===== src/rtl/multicycle_ctrl.sv =====
// Multicycle LEGv8 control FSM: drives ALU/datapath selects from state; 3-5 cycles per instruction.
// Memory strobes hold until MEM_READY; illegal opcodes park in a sticky halt until RST.
module multicycle_ctrl (
  input  logic        CLK,
  input  logic        RST,
  input  logic [10:0] OPCODE,
  input  logic        ZERO,
  input  logic        MEM_READY,
  output logic [3:0]  ALU_CTRL,
  output logic [1:0]  ALU_SRC_A,
  output logic [1:0]  ALU_SRC_B,
  output logic        PC_WRITE,
  output logic        PC_SRC,
  output logic        IR_WRITE,
  output logic        I_OR_D,
  output logic        MEM_READ,
  output logic        MEM_WRITE,
  output logic        REG_WRITE,
  output logic        MEM_TO_REG,
  output logic        REG2_LOC,
  output logic        HALTED
);

  typedef enum logic [3:0] {
    st_fetch, st_decode, st_exec_r, st_wb_r, st_addr, st_mem_rd,
    st_wb_ld, st_mem_wr, st_cbz_ex, st_br, st_halt
  } state_t;

  state_t state;

  logic is_add, is_sub, is_and, is_orr, is_r, is_ldur, is_stur, is_cbz, is_b;

  assign is_add  = (OPCODE == 11'h458);
  assign is_sub  = (OPCODE == 11'h658);
  assign is_and  = (OPCODE == 11'h450);
  assign is_orr  = (OPCODE == 11'h550);
  assign is_r    = is_add | is_sub | is_and | is_orr;
  assign is_ldur = (OPCODE == 11'h7C2);
  assign is_stur = (OPCODE == 11'h7C0);
  assign is_cbz  = (OPCODE[10:3] == 8'hB4);     // 0x5A0-0x5A7
  assign is_b    = (OPCODE[10:5] == 6'b000101); // 0x0A0-0x0BF

  always_ff @(posedge CLK) begin
    if (RST) begin
      state <= st_fetch;
    end else begin
      case (state)
        st_fetch:  if (MEM_READY) state <= st_decode;
        st_decode: begin
          if (is_r)                   state <= st_exec_r;
          else if (is_ldur | is_stur) state <= st_addr;
          else if (is_cbz)            state <= st_cbz_ex;
          else if (is_b)              state <= st_br;
          else                        state <= st_halt;
        end
        st_exec_r: state <= st_wb_r;
        st_wb_r:   state <= st_fetch;
        st_addr:   state <= is_ldur ? st_mem_rd : st_mem_wr;
        st_mem_rd: if (MEM_READY) state <= st_wb_ld;
        st_wb_ld:  state <= st_fetch;
        st_mem_wr: if (MEM_READY) state <= st_fetch;
        st_cbz_ex: state <= st_fetch;
        st_br:     state <= st_fetch;
        st_halt:   state <= st_halt;
        default:   state <= st_fetch;
      endcase
    end
  end

  // Outputs are decoded combinationally and forced low for as long as RST is held.
  always_comb begin
    ALU_CTRL   = 4'd0;
    ALU_SRC_A  = 2'd0;
    ALU_SRC_B  = 2'd0;
    PC_WRITE   = 1'b0;
    PC_SRC     = 1'b0;
    IR_WRITE   = 1'b0;
    I_OR_D     = 1'b0;
    MEM_READ   = 1'b0;
    MEM_WRITE  = 1'b0;
    REG_WRITE  = 1'b0;
    MEM_TO_REG = 1'b0;
    REG2_LOC   = 1'b0;
    HALTED     = 1'b0;
    if (!RST) begin
      case (state)
        st_fetch: begin
          MEM_READ  = 1'b1;
          ALU_SRC_B = 2'd1;
          ALU_CTRL  = 4'd2;
          IR_WRITE  = MEM_READY;
          PC_WRITE  = MEM_READY;
        end
        st_decode: begin
          ALU_SRC_A = 2'd2;
          ALU_SRC_B = 2'd3;
          ALU_CTRL  = 4'd2;
          REG2_LOC  = is_stur | is_cbz;
        end
        st_exec_r: begin
          ALU_SRC_A = 2'd1;
          if (is_sub)      ALU_CTRL = 4'd6;
          else if (is_and) ALU_CTRL = 4'd0;
          else if (is_orr) ALU_CTRL = 4'd1;
          else             ALU_CTRL = 4'd2;
        end
        st_wb_r:   REG_WRITE = 1'b1;
        st_addr: begin
          ALU_SRC_A = 2'd1;
          ALU_SRC_B = 2'd2;
          ALU_CTRL  = 4'd2;
        end
        st_mem_rd: begin
          MEM_READ = 1'b1;
          I_OR_D   = 1'b1;
        end
        st_wb_ld: begin
          REG_WRITE  = 1'b1;
          MEM_TO_REG = 1'b1;
        end
        st_mem_wr: begin
          MEM_WRITE = 1'b1;
          I_OR_D    = 1'b1;
        end
        st_cbz_ex: begin
          ALU_CTRL = 4'd7;
          PC_WRITE = ZERO;
          PC_SRC   = 1'b1;
        end
        st_br: begin
          PC_WRITE = 1'b1;
          PC_SRC   = 1'b1;
        end
        st_halt:   HALTED = 1'b1;
        default:   HALTED = 1'b0;
      endcase
    end
  end

endmodule


===== config.mk =====
export PLATFORM = sky130hd
export DESIGN_NAME = multicycle_ctrl
export DESIGN_NICKNAME = d
export VERILOG_FILES = /design/src/rtl/multicycle_ctrl.sv
export SDC_FILE = /design/constraint.sdc
export NUM_CORES = 1
export LEC_CHECK = 0
export CORE_MARGIN = 1.5
export CORE_UTILIZATION = 40
export DETAILED_ROUTE_END_ITERATION = 6
export PLACE_DENSITY_LB_ADDON = 0.2
export SKIP_CTS_REPAIR_TIMING = 1
export SLEW_MARGIN = 10
export SYNTH_ARGS = -nofsm -noshare
export SYNTH_HDL_FRONTEND = slang
export SYNTH_SLANG_ARGS = --single-unit

===== constraint.sdc =====
create_clock -name CLK -period 1.6 [get_ports CLK]
set_input_delay 0.16 -clock CLK [delete_from_list [all_inputs] [get_ports CLK]]
set_output_delay 0.16 -clock CLK [all_outputs]
set_load 0.005 [all_outputs]

Word-level counts from Yosys, hierarchy flattened
Index checks and enable logic that the tools add are counted.
- flip-flop bits (word level): 4
- bits in latches: 0
- bits in writable memories: 0
- ROM bits: 0
- input bits: 15
- output and inout bits: 18
- logic and storage cells: 73
- memories: 0
- add/subtract/negate cells: 0
- $mul: 0
- div/mod/pow operators: 0
- order comparisons: 0
- equality and inequality tests: 21
- shift-type cells: 0
- muxes and demuxes: 38
- bitwise operators: 5
- reduce and logical (&&, ||, !) cells: 8
- operators by type and width (operator ; count):
    11-bit == test (second input constant) ; 6
    4-bit one-hot mux with 7 select lines ; 1
    4-bit 2-to-1 mux ; 5
    1-bit 2-to-1 mux ; 19
    4-bit by 3-bit == test with 1-bit output (second input constant) ; 4
    2-bit 2-to-1 mux ; 7
    4-bit == test (second input constant) ; 3
    2-bit OR reduction ; 5
    3-bit one-hot mux with 3 select lines ; 1
    4-bit by 2-bit == test with 1-bit output (second input constant) ; 2
    8-bit == test (second input constant) ; 1
    6-bit by 3-bit == test with 1-bit output (second input constant) ; 1
    3-bit 2-to-1 mux ; 2
    2-bit inequality test (second input constant) ; 3
    2-bit one-hot mux with 3 select lines ; 1
    1-bit bitwise OR ; 5
    4-bit by 1-bit == test with 1-bit output (second input constant) ; 1
    4-bit logical NOT ; 1
    2-bit one-hot mux with 2 select lines ; 1
    1-bit one-hot mux with 3 select lines ; 1
    3-bit AND reduction ; 1
    3-bit OR reduction ; 1

Logic depth before layout (Yosys ltp)
Gate-level depths: netlist of run 1.
- depth after elaboration: 6
- gate-level depth with buffers: 6
- mapped depth without buffers: 4

Worst setup path after synthesis of run 1
Ideal clock, no wire load.
- path kind: register to output
- start: register state[2]
- end: output port ALU_CTRL[1]
- arrival time: 1.138 ns
- required time: 1.440 ns
- path slack: 0.302 ns
- stages on the path, launching flop included: 7
- buffers on the path: 2
- cells stage by stage: dfxtp_1 -> buf_6 -> buf_2 -> maj3_1 -> nor2_1 -> a21oi_1 -> nor2_1
- word-level cells in the longest chain between the ends: 4
- elaborated cells on any way between the ends: 8
- those cells by class: eq/ne: 4; mux: 2; reduce/logical: 2
- RTL lines (element ; RTL line ; RTL):
    start: declaration ; 29 ; state_t state;
    start signal: assignment ; 45 ; state <= st_fetch;
    start signal: assignment ; 48 ; st_fetch: if (MEM_READY) state <= st_decode;
    start signal: assignment ; 50 ; if (is_r) state <= st_exec_r;
    4-bit by 1-bit == test with 1-bit output, or another cell as far along ; 86 ; case (state)
    3-bit OR reduction (no source line) ; - ;
    3-bit one-hot mux with 3 select lines * ; 86 ;
    3-bit 2-to-1 mux * ; 85 ; if (!RST) begin
    end: declaration ; 9 ; output logic [3:0] ALU_CTRL,
Mark *: on every way between the ends. The rest lies on a longest branch, timed or not.

Worst setup path in the final report of run 1
- start: register state[2]
- end: output port IR_WRITE
- word-level cells in the longest chain between the ends: 3
- RTL lines (element ; RTL line ; RTL):
    4-bit logical NOT ; 86 ;
    1-bit 2-to-1 mux ; 86 ;
    1-bit 2-to-1 mux ; 85 ;
    end: declaration ; 14 ; output logic IR_WRITE,
No other way between the ends.

==> impl_metrics.ini, run 1 <==
[finish]
nets = 182
diodes = 0
registers.top_by_ff_count = state
final_layout_size_suffix_gt1_share_pct = 47.3
fillerInstances = 89
largest_reg_flops = 4
post-route-cell-area_um2 = 1450
synthToLayoutAreaGrowth_pct = 105
largestRegisters = state (4)
fin_util_pct = 85.7
final_cells = 182

[worst_setup_path]
timing.critical_path.to = IR_WRITE
ff2ff_setup_slack_ns = 0.03
required_ns = 1.44
worst_setup_path_startpoint = state[2]
path_max_fanout = 16
reg2regPathDepth = 6
setup.worst_path.class = reg2out
reg2reg_from = state[3]
worstReg2RegEnd = state[1]
timing.critical_path.to_type = output port
arrival_ns = 1.58
crit_path_start_kind = register

[clocking]
clock-sinks = 4
tritoncts.num_buffers = 3
cts_buffer_depth = 2
cts_root_buf = clkbuf_4
clock_pin_slew_on_the_worst_setup_and_hold_paths_ns = 0.04
tritoncts = done
clkLatencyLatePin_ns = 0.23
cts_htree_levels = 1

[drt]
drt_first_iter_violations = 30
mean_number_of_vias_per_cell = 5.68
routed_wl_um = 2810
post-route-drc-count = 0
detail_route.first_pass.iterations = 4
route.vias.total = 1033
drtAntennaViolNets = 0
routed_wire_length_per_instance_um = 15.4

[die]
core-area_um2 = 1690
rows = 15
design.portCount = 33
dieHeight_um = 45.0
dieArea_um2 = 2030
floorplan.initialDensity_pct = 41.9
die-width_um = 45.0

[status]
violations = negative setup slack
run_status = finished with violations

[power]
seqPwrFrac_pct = 15.6
power.share.clock_pct = 9.8
static-leakage-power_uw = 0.000790
pwr-share-comb_pct = 74.7
int_power_uw = 768
net_switching_uw = 507
sw_frac_of_total_pct = 39.8
total_power_divided_by_cell_area_nw_per_um2 = 880
peakVddDrop_v = 0.000522
report.power.total_uw = 1270

[synthesis]
synthDominantCellAreaShare_pct = 11.3
yosysWarningCount = 0
syn_avg_cell_area_um2 = 7.00
synthTopCellsByArea = dfxtp_1, nor2_1, nor4b_4
most_common_cell_in_the_netlist = nor2_1
synth-seq-cells = 4
mappedNetlistNets = 116
syn_inst = 101
synthFlopType = dfxtp_1
synth_largest_area_cell = dfxtp_1
count_of_flip_flops_with_a_built_in_enable_after_synthesis = 0
synth_sequential_area_ratio_pct = 11.3
postSynth.asyncResetShare_pct = 0
synth_area_um2 = 707
netlist-cell-type-count = 41
synth_cell_count_leaders = nor2_1, nor2b_1, a21oi_1

[worst_hold_path]
hold_path.class = in2reg

[timing]
achievable-frequency_ghz = 0.575
fin_crit_sh_pct = 109
timing.final.crit_period_ns = 1.74
report.final.setup_viol = 5
min_hold_slack_ns = 0.356
hold_viol_final = 0
rsz0062_at_grt = true
final_worst_slack_ns = -0.139
slew_viol_final = 0
fin_worst_skew_ns = 0.00187

[global_routing]
grt_util_met2_pct = 51.4
grt.met3_usage_pct = 1.20
grt_start_max_net_pins = 17
grt_util_all_layers_pct = 24.8
via_count_of_the_first_global_routing_pass = 947
antenna_violations_before_repair = 0
globalRoute.totalOverflow = 0
grt_first_pass_wirelength_um = 3840
met1_capacity_usage_during_global_routing_pct = 26.4
grt-busiest-layer = met2

[placement]
dp.final_hpwl_um = 1920
finalWeightedCongestion = 0.808
placedCellCount = 169
io_buffer_count = 31
placed_cell_area_um2 = 1240

[job]
timing.max_cap.violations = 0
==> worst min-delay path by stage <==
stage / startpoint / endpoint / slack (ns) / cells past startpoint
CTS: RST / state[1] / 0.73 / 3
global placement: state[3] / state[1] / 0.76 / 2
global route: RST / state[1] / 0.35 / 3
detailed placement: state[3] / state[1] / 0.77 / 2
finish: RST / state[1] / 0.36 / 3
floorplan: OPCODE[8] / ALU_CTRL[0] / 0.43 / 2
==> layer usage <==
layer	share of wire, %	wire length [µm]	vias to the layer above
li1	-	-	496
met1	36	1020	478
met2	56	1560	51
met3	6.1	170	8
met4	1.9	53	0
met5	0	0	-
==> power by group through the flow <==
stage	registers, µW	logic [µW]	clock network (µW)
2_1_floorplan	134	459	0
3_3_place_gp	171	793	0
3_5_place_dp	173	815	0
4_1_cts	172	816	121
5_1_grt	202	1020	132
6_report	198	952	125
==> worst max-delay path, cell delays in order, from the launching register on <==
cell and delay, ns:
dfxtp_1 0.32, buf_12 0.15, nor3_4 0.19, and3_1 0.19
clkdlybuf4s50_1 0.50
==> cell families after synthesis <==
kind of cell	share of synthesized area [%]
buffers and inverters	8.85
flip-flops	11.3
other	0.530
AND/OR/NAND/NOR	52.6
AO/OA/AOI/OAI	24.1
adder cells (fa/ha/maj)	1.42
XOR/XNOR	1.24
==> area by class of cell <==
class | count | area [µm²] | area share (%)
inverters | 2 | 7.51 | 0.519
repair buffers | 70 | 659 | 45.5
well taps | 17 | 21.3 | 1.47
clock buffers | 3 | 22.5 | 1.56
multi-input cells | 86 | 648 | 44.8
flip-flops and latches | 4 | 88.8 | 6.14
==> stage by stage <==
step           worst slack [ns]  setup TNS, ns
3_5_place_dp             -0.602          -6.91
4_1_cts                  -0.604          -6.94
3_3_place_gp             -0.556          -6.25
5_1_grt                  -0.189         -0.764
6_report                 -0.139         -0.288
2_1_floorplan             0.302              0
==> layout by cell type, fill, tap and decap left out, drive strengths merged, types with 2 or more instances in the layout <==
cell type,count
clkbuf,7
a21oi,6
nor2b,7
nand2,3
or2,2
nor2,13
buf,44
and3,2
a31oi,3
dlymetal6s2s,16
nor3b,2
dfxtp,4
nand2b,5
nand3,5
and2,5
o21bai,2
or3,2
nor3,5
o21ai,4
inv,2
clkdlybuf4s50,6
nor4b,2
No activity file was read; power rests on OpenSTA's default activity.
==> run 2, diff against run 1 <==
--- a/config.mk
+++ b/config.mk
@@ -6,8 +6,10 @@
 export NUM_CORES = 1
 export LEC_CHECK = 0
+export ABC_AREA = 1
 export CORE_MARGIN = 1.5
-export CORE_UTILIZATION = 40
+export CORE_UTILIZATION = 39
 export DETAILED_ROUTE_END_ITERATION = 6
 export PLACE_DENSITY_LB_ADDON = 0.2
+export REMOVE_ABC_BUFFERS = 1
 export SKIP_CTS_REPAIR_TIMING = 1
 export SLEW_MARGIN = 10
==> constraint.sdc (replaced) <==
create_clock -name CLK -period 1.6 [get_ports CLK]
set_input_delay 0.32 -clock CLK [delete_from_list [all_inputs] [get_ports CLK]]
set_output_delay 0.32 -clock CLK [all_outputs]
set_load 0.005 [all_outputs]
==> impl_metrics.ini, run 2 <==
[status]
run_status = stopped before the end
stop_stage = global routing (5_1_grt)
toolErrorMsg = [ERROR GRT-0232] Routing congestion too high. Check the congestion heatmap in the GUI.

[clocking]
cts_root_buf = clkbuf_4
clock-sinks = 4
tritoncts.num_buffers = 3
cts_htree_levels = 1
cts_buffer_depth = 2

[die]
dieHeight_um = 43.8
design.portCount = 33
rows = 14
die-width_um = 43.8
floorplan.initialDensity_pct = 42.5

[synthesis]
synthFlopType = dfxtp_1
syn_avg_cell_area_um2 = 5.10
synthTopCellsByArea = nand2_1, nor2_1, dfxtp_1
synthDominantCellAreaShare_pct = 16.8
most_common_cell_in_the_netlist = nand2_1
synth_cell_count_leaders = nand2_1, nor2_1, inv_1, a21oi_1, nand3_1
synth-seq-cells = 4
synth_largest_area_cell = nand2_1
syn_inst = 127
yosysWarningCount = 0
synth_area_um2 = 648
synth_sequential_area_ratio_pct = 12.4
count_of_flip_flops_with_a_built_in_enable_after_synthesis = 0
postSynth.asyncResetShare_pct = 0
netlist-cell-type-count = 25

[global_routing]
globalRoute.totalOverflow = 20
grt_util_all_layers_pct = 70.9
grt_start_max_net_pins = 14

[placement]
dp.final_hpwl_um = 2020
io_buffer_count = 31
finalWeightedCongestion = 0.912

[timing]
worstEpCategory = output port
postGrtWorstEndpoint = HALTED
run 2: cell types whose count changed after synthesis, moves of 3 or more:
| cell | previous run | this run |
|---|---|---|
| and2_1 | 5 | 0 |
| inv_1 | 2 | 18 |
| buf_2 | 5 | 0 |
| a31oi_1 | 3 | 0 |
| nand2b_1 | 5 | 0 |
| o21ai_1 | 0 | 3 |
| nand4_1 | 1 | 4 |
| nand3_1 | 5 | 8 |
| nor2_1 | 13 | 26 |
| nor2b_1 | 7 | 0 |
| nor2_2 | 0 | 4 |
| nand2_1 | 3 | 29 |
| o21ai_0 | 4 | 0 |
run 2: cells by family after synthesis:
kind of cell / Yosys count / share of synthesized area (%)
flip-flops: 4 / 12.4
AO/OA/AOI/OAI: 17 / 15.8
buffers and inverters: 23 / 14.1
AND/OR/NAND/NOR: 82 / 57.1
other: 1 / 0.579
run 2: routing by layer:
| metal | GRT overflow | GRT usage (%) |
|---|---|---|
| met1 | 0 | 68.8 |
| met3 | 1 | 45.4 |
| met2 | 8 | 92.9 |
| met4 | 11 | 83.0 |
| met5 | 0 | 0 |
run 2: metrics by stage:
step	TNS (ns)	util (%)	std cells	area (µm²)	setup WS [ns]
detailed placement	-9.40	78.9	203	1200	-0.832
CTS	-9.62	80.4	206	1220	-0.841
floorplan	0	-	124	632	0.212
global placement	-8.55	78.9	203	1200	-0.772
==> run 3, diff against run 2 <==
Settings changed: CORE_AREA set to 2 2 63 65, CORE_MARGIN 1.5 to not set, CORE_UTILIZATION 39 to not set, DIE_AREA set to 0 0 65 67, PLACE_DENSITY_LB_ADDON 0.2 to 0.15.
==> impl_metrics.ini, run 3 <==
[job]
timing.max_cap.violations = 0

[worst_setup_path]
reg2regPathDepth = 10
worstReg2RegEnd = state[2]
critPathBufInv = 3
critical-path-slowest-cell = dfxtp_4
worst-path-stages = 7
timing.critical_path.to = ALU_CTRL[0]
reg2reg_from = state[0]
ff2ff_setup_slack_ns = 0.16
arrival_ns = 1.37
critical_path.cell_chain = nor2_4 > buf_6 > nand2_2 > inv_2 > nand4_1 > a21oi_2 > clkbuf_2
timing.critical_path.to_type = output port
crit_path_start_kind = register
cp_top_family = flip-flops
critical_path.max_stage_delay_ns = 0.35
worst_setup_path_startpoint = state[2]
setup.worst_path.class = reg2out
required_ns = 1.28
path_max_fanout = 4

[drt]
mean_number_of_vias_per_cell = 4.27
routed_wl_um = 2700
post-route-drc-count = 0
drtAntennaViolNets = 0
routed_wire_length_per_instance_um = 10.6
detail_route.first_pass.iterations = 4
drt_first_iter_violations = 21
route.vias.total = 1088

[finish]
final_cells = 255
registers.top_by_ff_count = state
fillerInstances = 383
final_layout_size_suffix_gt1_share_pct = 57.0
layout_commonest_cell = buf_4
largestRegisters = state (4)
diodes = 0
nets = 224
layout.cells.most_common_list = buf_4, nand2_1, nor2_1
synthToLayoutAreaGrowth_pct = 141
largest_reg_flops = 4

[die]
rows = 22
floorplan.initialDensity_pct = 18.0
die-width_um = 65
design.portCount = 33
core-area_um2 = 3610
dieHeight_um = 67
dieArea_um2 = 4360

[status]
violations = negative setup slack
run_status = finished with violations

[clocking]
cts_root_buf = clkbuf_8
clock_pin_slew_on_the_worst_setup_and_hold_paths_ns = 0.03
cts_buffer_depth = 2
cts_htree_levels = 1
clkLatencyLatePin_ns = 0.22
tritoncts = done
clock-sinks = 4
tritoncts.num_buffers = 3

[global_routing]
grt_first_pass_wirelength_um = 4050
antenna_violations_before_repair = 0
via_count_of_the_first_global_routing_pass = 983
globalRoute.totalOverflow = 0
grt_util_all_layers_pct = 11.7
grt_start_max_net_pins = 9

[timing]
final_worst_slack_ns = -0.0867
rsz0062_at_grt = true
slew_viol_final = 0
achievable-frequency_ghz = 0.593
min_hold_slack_ns = 0.646
report.final.setup_viol = 6
fin_setup_tns_ns = -0.278
fin_crit_sh_pct = 105
fin_worst_skew_ns = 0.00294
timing.final.crit_period_ns = 1.69
hold_viol_final = 0

[synthesis]
synth_largest_area_cell = nand2_1
count_of_flip_flops_with_a_built_in_enable_after_synthesis = 0
yosysWarningCount = 0
syn_inst = 127
syn_avg_cell_area_um2 = 5.10
netlist-cell-type-count = 25
synthFlopType = dfxtp_1
synth_sequential_area_ratio_pct = 12.4
synthDominantCellAreaShare_pct = 16.8
synth_area_um2 = 648
synth_cell_count_leaders = nand2_1, nor2_1, inv_1, a21oi_1, nand3_1
synthTopCellsByArea = nand2_1, nor2_1, dfxtp_1
synth-seq-cells = 4
most_common_cell_in_the_netlist = nand2_1
postSynth.asyncResetShare_pct = 0

[placement]
finalWeightedCongestion = 0.888
pre_cts_slack_ns = -0.798
io_buffer_count = 31
dp.final_hpwl_um = 2070
placedCellCount = 242

[power]
static-leakage-power_uw = 0.000916
total_power_divided_by_cell_area_nw_per_um2 = 1080
peakVddDrop_v = 0.000572
report.power.total_uw = 1680

[worst_hold_path]
hold_path.class = in2reg
-- run 3: cell counts after synthesis --
No cell type changed its count.
-- run 3: worst min-delay path by stage --
stage	startpoint	to	slack, ns	cells after the start
after detailed placement	state[1]	state[1]	0.66	3
after CTS	state[1]	state[1]	0.67	3
final	RST	state[1]	0.65	3
after global placement	state[1]	state[1]	0.65	3
after floorplan	RST	state[1]	0.38	1
after global routing	RST	state[1]	0.69	3
-- run 3: power by group --
part	internal, µW	leakage, µW	switching, µW
registers	148	0.0000353	58.8
clock network	161	0.0000216	57.5
logic	641	0.000859	616
-- run 3: worst reg2reg max path, delay by kind of cell, from the launching register on --
family | cells | cell delay, ns
AO/OA/AOI/OAI | 3 | 0.24
buffers and inverters | 2 | 0.26
flip-flops | 1 | 0.36
AND/OR/NAND/NOR | 5 | 0.46
-- run 3: layout make-up --
class / instances / area (µm²) / share of cell area, %
Tap cell: 48 / 60.1 / 3.85
Timing Repair Buffer: 80 / 676 / 43.3
Clock buffer: 3 / 41.3 / 2.65
Inverter: 20 / 80.1 / 5.13
Multi-Input combinational cell: 100 / 611 / 39.1
Sequential cell: 4 / 92.6 / 5.93
-- run 3: cell families after synthesis --
group                  share of synthesized area [%]
and+or+nand+nor                                 57.1
buffers and inverters                           14.1
AOI/OAI and AO/OA                               15.8
DFF                                             12.4
other                                          0.579
-- run 3: metrics by stage --
stage	area [µm²]	utilization (%)
detailed placement	1290	35.9
global placement	1290	35.9
global route	1560	43.3
floorplan	632	-
finish	1560	43.3
CTS	1340	37.1
-- run 3: metal layers --
metal	track usage, %	routed length (µm)
met1	15.7	1270
met2	19.2	1340
met3	2.53	83
met4	2.39	7
met5	0	0
==> run 4, diff against run 3 <==
Settings changed: GPL_TIMING_DRIVEN set to 0.
==> impl_metrics.ini, run 4 (synthesis gave the netlist of run 3 again) <==
[status]
run_status = finished with violations
violations = negative setup slack

[finish]
largest_reg_flops = 4
diodes = 0
layout.cells.most_common_list = nor2_1, nand2_1, dlymetal6s2s_1
largestRegisters = state (4)
nets = 191
post-route-cell-area_um2 = 1310
final_layout_size_suffix_gt1_share_pct = 44.3
synthToLayoutAreaGrowth_pct = 102
registers.top_by_ff_count = state
fillerInstances = 386

[clocking]
tritoncts.num_buffers = 3
clock-sinks = 4
clock_pin_slew_on_the_worst_setup_and_hold_paths_ns = 0.03
tritoncts = done
cts_htree_levels = 1
cts_root_buf = clkbuf_8
cts_buffer_depth = 2
clkLatencyLatePin_ns = 0.21

[power]
int_power_uw = 752
power.share.clock_pct = 14.7
report.power.total_uw = 1400
pwr-share-comb_pct = 68.5
peakVddDrop_v = 0.000357
total_power_divided_by_cell_area_nw_per_um2 = 1070
static-leakage-power_uw = 0.000805
net_switching_uw = 643
sw_frac_of_total_pct = 46.1
seqPwrFrac_pct = 16.9

[timing]
hold_viol_final = 0
final_worst_slack_ns = -0.167
fin_worst_skew_ns = 0.00317
slew_viol_final = 0
timing.final.crit_period_ns = 1.77
fin_crit_sh_pct = 110
achievable-frequency_ghz = 0.566
rsz0062_at_grt = true
report.final.setup_viol = 6

[drt]
drt_first_iter_violations = 54
detail_route.first_pass.iterations = 4
mean_number_of_vias_per_cell = 4.25
routed_wl_um = 2300
post-route-drc-count = 0
route.vias.total = 943
routed_wire_length_per_instance_um = 10.4
drtAntennaViolNets = 0

[global_routing]
via_count_of_the_first_global_routing_pass = 818
antenna_violations_before_repair = 0
grt_first_pass_wirelength_um = 3440
globalRoute.totalOverflow = 0
grt_util_all_layers_pct = 10.0
grt_start_max_net_pins = 17

[worst_setup_path]
critPathBufInv = 4
crit_path_start_kind = register
arrival_ns = 1.45
timing.critical_path.to_type = output port
required_ns = 1.28
cp_top_family = buffers and inverters
critical_path.cell_chain = nor2_4 > buf_4 > nand2_2 > inv_2 > buf_4 > nand4_1 > a21oi_1 > buf_2
crit_path_frequent_cell = buf_4
setup.worst_path.class = reg2out
critical-path-slowest-cell = dfxtp_4
critical_path.max_stage_delay_ns = 0.36
path_max_fanout = 5

[placement]
placed_cell_area_um2 = 1000
dp.final_hpwl_um = 1730
pre_cts_slack_ns = -1.07
finalWeightedCongestion = 0.810
io_buffer_count = 31

[die]
core-area_um2 = 3610
dieArea_um2 = 4360
design.portCount = 33
rows = 22
dieHeight_um = 67
floorplan.initialDensity_pct = 18.0
die-width_um = 65

[job]
timing.max_cap.violations = 0

[worst_hold_path]
hold_path.class = in2reg
==> run 4: cell types whose count changed in the layout (fill, tap and decap cells not counted), moves of 3 or more <==
| cell | previous run | this run |
|---|---|---|
| buf_4 | 44 | 15 |
| buf_6 | 8 | 3 |
| dlymetal6s2s_1 | 14 | 17 |
| nor3_2 | 4 | 0 |
==> run 4: cell type report <==
type                            count  area, µm²  share of cell area [%]
Multi-Input combinational cell    100        601                    46.0
Clock buffer                        3       41.3                    3.16
Sequential cell                     4       92.6                    7.09
Tap cell                           48       60.1                    4.60
Inverter                           20       82.6                    6.32
Timing Repair Buffer               47        429                    32.9
==> run 4: path summary, 6_finish.rpt <==
kind,start,to,slack [ns],cells past startpoint
setup reg to reg,state[2],state[2],0.28,9
setup / recovery,state[2],ALU_CTRL[0],-0.17,8
hold / removal,RST,state[1],0.56,2
hold reg to reg,state[1],state[1],0.57,2
==> run 4: power groups by stage <==
stage / Clock [µW] / Combinational, µW / Sequential (µW)
6_report: 205 / 955 / 235
5_1_grt: 228 / 1060 / 241
4_1_cts: 213 / 734 / 182
3_5_place_dp: 0 / 730 / 184
3_3_place_gp: 0 / 733 / 186
2_1_floorplan: 0 / 440 / 173
==> run 4: per-stage QoR <==
step / hold slack (ns) / std cells / util [%] / setup TNS (ns)
6_report: 0.562 / 222 / 36.2 / -0.426
3_5_place_dp: 0.578 / 203 / 27.8 / -12.72
2_1_floorplan: 0.382 / 124 / - / 0
5_1_grt: 0.573 / 222 / 36.2 / -0.948
4_1_cts: 0.584 / 206 / 28.9 / -12.34
3_3_place_gp: 0.588 / 203 / 27.8 / -12.94
==> run 4: layer usage <==
layer | wire length, µm | track usage (%) | share of wire (%)
met5 | 0 | 0 | 0
met4 | 0 | 0 | 0
met3 | 136 | 2.87 | 5.9
met2 | 1100 | 16.9 | 48
met1 | 1070 | 13.5 | 46
